<file path="src/rtl/ascii_string_streamer_if.sv">
// Byte-stream handshake bundle for the ASCII string streamer.
// The streamer takes the slave side; the string source and byte sink take the master side.
interface ascii_string_streamer_if #(
   parameter int MAX_CHARS = 16
);
   logic                   load_valid;
   logic                   load_ready;
   logic [8*MAX_CHARS-1:0] str_in;
   logic [7:0]             out_data;
   logic                   out_valid;
   logic                   out_ready;
   logic                   busy;
   logic                   done;

   modport slave (
      input  load_valid, str_in, out_ready,
      output load_ready, out_data, out_valid, busy, done
   );

   modport master (
      output load_valid, str_in, out_ready,
      input  load_ready, out_data, out_valid, busy, done
   );
endinterface

</file>
<file path="src/rtl/ascii_string_streamer.sv">
// Streams a captured ASCII string one byte per beat, lane 0 first,
// stopping at the first NUL and optionally appending CR/LF.
module ascii_string_streamer #(
   parameter int MAX_CHARS      = 16,
   parameter int APPEND_NEWLINE = 1
) (
   input  logic                  clk,
   input  logic                  rst_n,
   ascii_string_streamer_if.slave bus
);
   localparam int IW = $clog2(MAX_CHARS) + 1;
   localparam int SW = 8 * MAX_CHARS;

   typedef enum logic [2:0] {
      IDLE,
      SEND,
      CR,
      LF,
      DONE
   } state_t;

   state_t        state, state_d;
   logic [IW-1:0] idx, idx_d, nxt;
   logic [SW-1:0] str_q, str_d;
   logic [SW-1:0] sh_cur, sh_nxt;
   logic [7:0]    cur, nxt_lane;
   logic          zero_sub, last, xfer;

   always_ff @(posedge clk or negedge rst_n) begin
      if (!rst_n) begin
         state <= IDLE;
         idx   <= '0;
         str_q <= '0;
      end else begin
         state <= state_d;
         idx   <= idx_d;
         str_q <= str_d;
      end
   end

   // Shifting keeps the lane lookup in range when nxt reaches MAX_CHARS.
   always_comb begin
      sh_cur   = str_q >> {idx, 3'b000};
      nxt      = idx + IW'(1);
      sh_nxt   = str_q >> {nxt, 3'b000};
      cur      = sh_cur[7:0];
      nxt_lane = sh_nxt[7:0];
      zero_sub = (idx == '0) && (cur == 8'h00);
      last     = (nxt == IW'(MAX_CHARS)) ||
                 (nxt_lane == 8'h00) || zero_sub;
   end

   always_comb begin
      state_d        = state;
      idx_d          = idx;
      str_d          = str_q;
      bus.load_ready = 1'b0;
      bus.out_valid  = 1'b0;
      bus.out_data   = 8'h00;
      bus.busy       = 1'b1;
      bus.done       = 1'b0;
      xfer           = 1'b0;
      unique case (state)
         IDLE: begin
            bus.load_ready = 1'b1;
            bus.busy       = 1'b0;
            if (bus.load_valid) begin
               str_d   = bus.str_in;
               idx_d   = '0;
               state_d = SEND;
            end
         end
         SEND: begin
            bus.out_valid = 1'b1;
            bus.out_data  = zero_sub ? 8'h30 : cur;
            xfer          = bus.out_ready;
            if (xfer) begin
               idx_d = nxt;
               if (last)
                  state_d = (APPEND_NEWLINE != 0) ? CR : DONE;
            end
         end
         CR: begin
            bus.out_valid = 1'b1;
            bus.out_data  = 8'h0D;
            xfer          = bus.out_ready;
            if (xfer) state_d = LF;
         end
         LF: begin
            bus.out_valid = 1'b1;
            bus.out_data  = 8'h0A;
            xfer          = bus.out_ready;
            if (xfer) state_d = DONE;
         end
         DONE: begin
            bus.done = 1'b1;
            state_d  = IDLE;
         end
         default: state_d = IDLE;
      endcase
   end
endmodule

</file>
<file path="src/flat_wrapper.sv">
// flat-port wrapper written by rule: the top's interface ports become plain ports
module ascii_string_streamer_flat 
#(
   parameter int MAX_CHARS      = 16,
   parameter int APPEND_NEWLINE = 1
)
  (clk, rst_n, bus_load_valid, bus_str_in, bus_out_ready, bus_load_ready, bus_out_data, bus_out_valid, bus_busy, bus_done);
  ascii_string_streamer_if #(.MAX_CHARS(MAX_CHARS)) bus_i ();
  input  logic clk;
  input  logic rst_n;
  input wire logic [$bits(bus_i.load_valid)-1:0] bus_load_valid;
  input wire logic [$bits(bus_i.str_in)-1:0] bus_str_in;
  input wire logic [$bits(bus_i.out_ready)-1:0] bus_out_ready;
  output wire logic [$bits(bus_i.load_ready)-1:0] bus_load_ready;
  output wire logic [$bits(bus_i.out_data)-1:0] bus_out_data;
  output wire logic [$bits(bus_i.out_valid)-1:0] bus_out_valid;
  output wire logic [$bits(bus_i.busy)-1:0] bus_busy;
  output wire logic [$bits(bus_i.done)-1:0] bus_done;
  assign bus_i.load_valid = bus_load_valid;
  assign bus_i.str_in = bus_str_in;
  assign bus_i.out_ready = bus_out_ready;
  assign bus_load_ready = bus_i.load_ready;
  assign bus_out_data = bus_i.out_data;
  assign bus_out_valid = bus_i.out_valid;
  assign bus_busy = bus_i.busy;
  assign bus_done = bus_i.done;
  ascii_string_streamer #(.MAX_CHARS(MAX_CHARS), .APPEND_NEWLINE(APPEND_NEWLINE)) u_core (.clk(clk), .rst_n(rst_n), .bus(bus_i));
endmodule
</file>
<file path="config.mk">
export PLATFORM = sky130hd
export DESIGN_NAME = ascii_string_streamer_flat
export DESIGN_NICKNAME = d
export VERILOG_FILES = /design/src/rtl/ascii_string_streamer_if.sv /design/src/rtl/ascii_string_streamer.sv /design/src/flat_wrapper.sv
export SDC_FILE = /design/constraint.sdc
export NUM_CORES = 1
export LEC_CHECK = 0
export CAP_MARGIN = 25
export CORE_MARGIN = 1.5
export CORE_UTILIZATION = 46
export DETAILED_ROUTE_END_ITERATION = 8
export PLACE_DENSITY = 0.72
export SYNTH_ARGS = -nofsm -noshare
export SYNTH_HDL_FRONTEND = slang
export SYNTH_SLANG_ARGS = --single-unit
export TNS_END_PERCENT = 20
</file>
<file path="constraint.sdc">
create_clock -name clk -period 3.2 [get_ports clk]
set_input_delay 0.8 -clock clk [delete_from_list [all_inputs] [get_ports clk]]
set_output_delay 0.8 -clock clk [all_outputs]
set_load 0.01 [all_outputs]
</file>
# After elaboration in Yosys (flattened, before gate mapping)

Index checks and enable logic that the tools add are counted.

Register bits after elaboration: 136
Output and inout bits: 12

$add $sub $neg: 1
Equal/unequal tests: 10
Shifts and indexed selects: 2
Muxes and demuxes: 15
Reductions and logical operators: 12

Operators with widths:

| operator                                      | count |
|---|---|
| right shift 128 x 8 -> 8 bit                  | 2 |
| one-hot mux 8 bit (3 select lines)            | 1 |
| logical NOT 8 bit                             | 2 |
| 2-to-1 mux 3 bit                              | 5 |
| one-hot mux 3 bit (4 select lines)            | 1 |
| 2-to-1 mux 5 bit                              | 2 |
| one-hot mux 5 bit (2 select lines)            | 1 |
| 2-to-1 mux 8 bit                              | 1 |
| != test 2 bit, second input constant          | 4 |
| == test 3 x 2 -> 1 bit, second input constant | 2 |
| adder 5 x 1 -> 5 bit, second input constant   | 1 |
| == test 5 bit, second input constant          | 1 |
| logical NOT 5 bit                             | 1 |
| AND reduction 5 bit                           | 1 |
| 2-to-1 mux 1 bit                              | 4 |
| == test 3 x 1 -> 1 bit, second input constant | 1 |
| == test 3 bit, second input constant          | 1 |
| logical NOT 3 bit                             | 1 |
| AND reduction 3 bit                           | 1 |
| OR reduction 3 bit                            | 1 |
| logical OR 1 bit                              | 2 |
| != test 2 x 1 -> 1 bit, second input constant | 1 |
| AND reduction 2 bit                           | 1 |
| nonzero test 2 bit                            | 1 |
| logical AND 1 bit                             | 1 |

# Depth between registers and ports, before layout

Depth in word-level cells: 8
Mapped depth: 13
Depth with buffers taken out: 9

# Least setup slack after synthesis

OpenSTA, ideal clock, no wires.

Path kind: register to output
From: register u_core.idx[0]
To: output bus_out_data[4]
Data arrival time: 2263 ps
Path slack: 137 ps
Stages on the path, launching flop included: 11
Cells stage by stage: dfrtp_1 > buf_6 > buf_6 > buf_2 > inv_1 > ha_1 > nand2_1 > or4_1 > nor4_2 > o21ai_2 > a21oi_1

Word-level cells in the longest chain between the ends: 5
Elaborated cells between the ends (all ways): 6
Classes of those cells: shift (1); mux (2); reduce/logical (3)

RTL lines:

| element                              | line                        | text |
|---|---|---|
| start, declared                      | ascii_string_streamer.sv:23 | `logic [IW-1:0] idx, idx_d, nxt;` |
| start signal, assigned               | ascii_string_streamer.sv:36 | `idx <= idx_d;` |
| right shift 128 x 8 -> 8 bit         | ascii_string_streamer.sv:43 | `sh_cur = str_q >> {idx, 3'b000};` |
| logical NOT 8 bit                    | ascii_string_streamer.sv:48 | `zero_sub = (idx == '0) && (cur == 8'h00);` |
| logical AND 1 bit                    | ascii_string_streamer.sv:48 |  |
| 2-to-1 mux 8 bit *                   | ascii_string_streamer.sv:75 | `bus.out_data = zero_sub ? 8'h30 : cur;` |
| one-hot mux 8 bit (3 select lines) * | ascii_string_streamer.sv:63 | `unique case (state)` |
| end, declared                        | flat_wrapper.sv:15          | `output wire logic [$bits(bus_i.out_data)-1:0] bus_out_data;` |

Every way passes the cells marked *; elsewhere a longest branch is shown, timed or not.

# Worst setup path in the final report

From: register u_core.idx[0]
To: output bus_out_data[5]

The elaborated chain is that of the path after synthesis.

==> results.md <==
* Drt first-iter violations at 508
* Vias in the first global route at 5601
* DR pass1 iterations at 5
* CTS Root Cell: clkbuf_16
* Violated checks: negative setup slack
* CTS tree: built
* PwrDens at roughly 1100 nW/um^2
* H-tree depth at 4
* Clk_skew at 0.00540 ns
* NumNets Final at 863
* Post-layout min period at 3.49 ns
* Crit. End Element: output port
* Commonest cells post-synth: dfrtp_1 (136), mux2_2 (128), mux2i_1 (31), nor4_1 (29), nand2_1 (23)
* VDD IR max at 0.581 mV
* Synth Cell Area at around 6800 sq um
* Die width at approximately 120 um
* Synth area leader: dfrtp_1
* FMAX at 0.286 GHz
* Final period util at 1.09
* Ys flop type: dfrtp_1
* # clock sinks at roughly 140
* IO Pins at about 140
* Placed Instances at between 800 and 900
* Synth cell types at 44
* Die area at around 16000 sq um
* Lkg Pwr at roughly 0.0040 uW
* Synth top area cells: dfrtp_1 (50%), mux2_2 (21%), mux4_2 (7.3%), mux2i_1 (4.6%), nor4_1 (2.7%)
* Worst slew pin tran at between 0.7 and 0.8 ns
* Sequential-to-total area share from yosys stat at 0.501
* Worst skew pair latency at approximately 0.42 ns
* Post-DP HPWL at ~15000 um
* First-pass GRT wire length at ~32000 um
* Synth-to-layout area growth at 44.1%
* DRC errors left at 0
* WP data arrival at about 2.7 ns
* Total Wirelength at approximately 20000 um
* Post-synth EDFFs at 0
* Total CTS buffers at 17
* Worst min path class: input port to asynchronous set/reset pin
* Antenna violations before repair at 0
* CTS Buffer Depth at 2
* Average routed wire per standard cell at between 20 and 25 um
* Core Util, Final at 0.677
* Critical path type: flip-flop to output port
* RSZ-0062 raised after global routing: yes
* Setup slack at placement at -0.228 ns
* Post-Syn Instances at between 500 and 600
* Largest net degree at the start of global routing at just over 60
* Filler instances at ~1100
* Ys async rst share at 1.00
* Initial Util at 0.469
* Clk pin slew, worst setup/hold paths at around 0.06 ns
* Number of vias per cell at ~5.7
* Most common cell in the netlist: dfrtp_1
* ANT nets after route at 0
* Global placer's final weighted congestion at 0.975
* Syn_nets at around 650
* Critical path required time at 2.40 ns
* Yosys reg bits at 136
* Hold Buf Count CTS at 0
* Vias at 5253
* Ratio of cells with drive above 1 in the final layout at 0.412
* Synthesized area per cell at about 13 sq um
* Hold Fails Final Rpt at 0
* Port Buffer Count at between 100 and 150
* Count of final setup violators at 8
* Total GRT Usage at 0.264
* Non-filler cells in the finished layout at slightly above 900
* Slew HR at 0.523
* Row Count at 44
* Yosys warnings at 0
* Max FO, Critical Path at 10
* Max Slew Vio Count at 0
* Startpoint types: flip-flop
* Grt ovf at 0
* Status: complete, but fails checks
* Final WS setup at -0.292 ns
* MaxCap Viol Count at 0
* Die Height at 125 um
* Power consumption at 10300 uW
* Yosys top cell area share at 0.501
* ANT cells at 0
* Core Area at ~14000 sq um
## report_power, final
| part | leakage [uW] | switching, uW | internal (uW) | total (uW) |
|---|---|---|---|---|
| combinational | 0.00210 | 2040 | 2830 | 4870 |
| sequential | 0.00162 | 891 | 2600 | 3490 |
| clock | 0.000289 | 733 | 1260 | 1990 |
| total | 0.00401 | 3660 | 6680 | 10300 |
## kinds of logic (layout without fill, tap and decap cells)
kind of cell,Yosys count,count (layout),synth area share
DFF,136,136,0.501
buffers and inverters,39,267,0.0285
AOI/OAI and AO/OA,50,50,0.0495
xor gates and xnor gates,4,4,0.00626
and+or+nand+nor,100,100,0.0808
adders and majority gates,2,2,0.00368
muxes,181,181,0.331
## sequential cells by signal (all words and copies together) (netlist names)
| signal | flops |
|---|---|
| u_core.idx | 5 |
| u_core.str_q | 128 |
| u_core.state | 3 |
## layout by cell type, fill, tap and decap left out, types with 3 or more instances in the layout
cell type          n
a21oi_1            9
a21oi_2            4
a221oi_1           3
a22oi_1            6
and2_1             3
buf_12             7
buf_2              6
buf_4             74
buf_6              4
buf_8              3
bufinv_16          3
clkbuf_16         17
clkdlybuf4s50_1  134
clkinv_4           3
dfrtp_1          135
inv_1              7
mux2_2           128
mux2i_1           29
mux4_2            22
nand2_1           19
nand2_2            4
nand3_1           12
nand4_1            3
nor2_1             5
nor3_1             6
nor4_1            28
o21ai_0            7
o21ai_2            3
or3_1              3
or4_1              3
xnor2_1            3
## critical path, cell delays in order, from the launching register on
cell     delay, ns
dfrtp_2       0.43
buf_4         0.14
buf_12        0.13
mux4_2        0.53
mux2i_4       0.21
o31ai_4       0.09
nor4_4        0.29
o21ai_2       0.13
a21oi_1       0.16
buf_2         0.14
## area by class of cell
type,count,area [sq um],area share
Clock buffer,20,457,0.0466
Clock inverter,10,145,0.0148
Inverter,8,35.0,0.00358
Multi-Input combinational cell,337,3360,0.343
Sequential cell,136,3400,0.347
Tap cell,184,230,0.0235
Timing Repair Buffer,229,2170,0.221
## layer usage
metal,part of all wire,global-route usage,vias to the layer above
met4,0.0073,0.0568,0
met5,0,0,-
met2,0.50,0.428,191
li1,-,-,2388
met1,0.44,0.366,2662
met3,0.061,0.0567,12
## final timing paths
path / slack [ns] / cells past startpoint / start / endpoint
setup / recovery: -0.29 / 9 / u_core.idx[0] / bus_out_data[5]
hold / removal: 0.44 / 1 / rst_n / u_core.str_q[94]
setup reg to reg: 0.26 / 10 / u_core.idx[0] / u_core.state[0]
hold reg to reg: 0.54 / 1 / u_core.str_q[2] / u_core.str_q[2]
max in group asynchronous: 1.98 / 2 / rst_n / u_core.str_q[5]
min in group clk: 0.54 / 1 / u_core.str_q[2] / u_core.str_q[2]
## metrics by stage
stage | hold slack (ns) | setup TNS, ns | cell area [sq um]
after floorplan | 0.489 | 0 | 6800
after global placement | 0.517 | -0.479 | 8860
after detailed placement | 0.522 | -0.531 | 8860
after CTS | 0.448 | -0.999 | 9630
after global routing | 0.487 | -1.94 | 9800
final | 0.438 | -1.28 | 9800
## timing repair
item                                    CTS  global route
endpoints found under the setup margin    8             9
cloned                                    1             0
resized for setup                        51            25
endpoints found under the hold margin     0             0
pin swaps                                13            12
setup buffers                             9             9
Note: power is estimated with default switching activity, not from simulation.
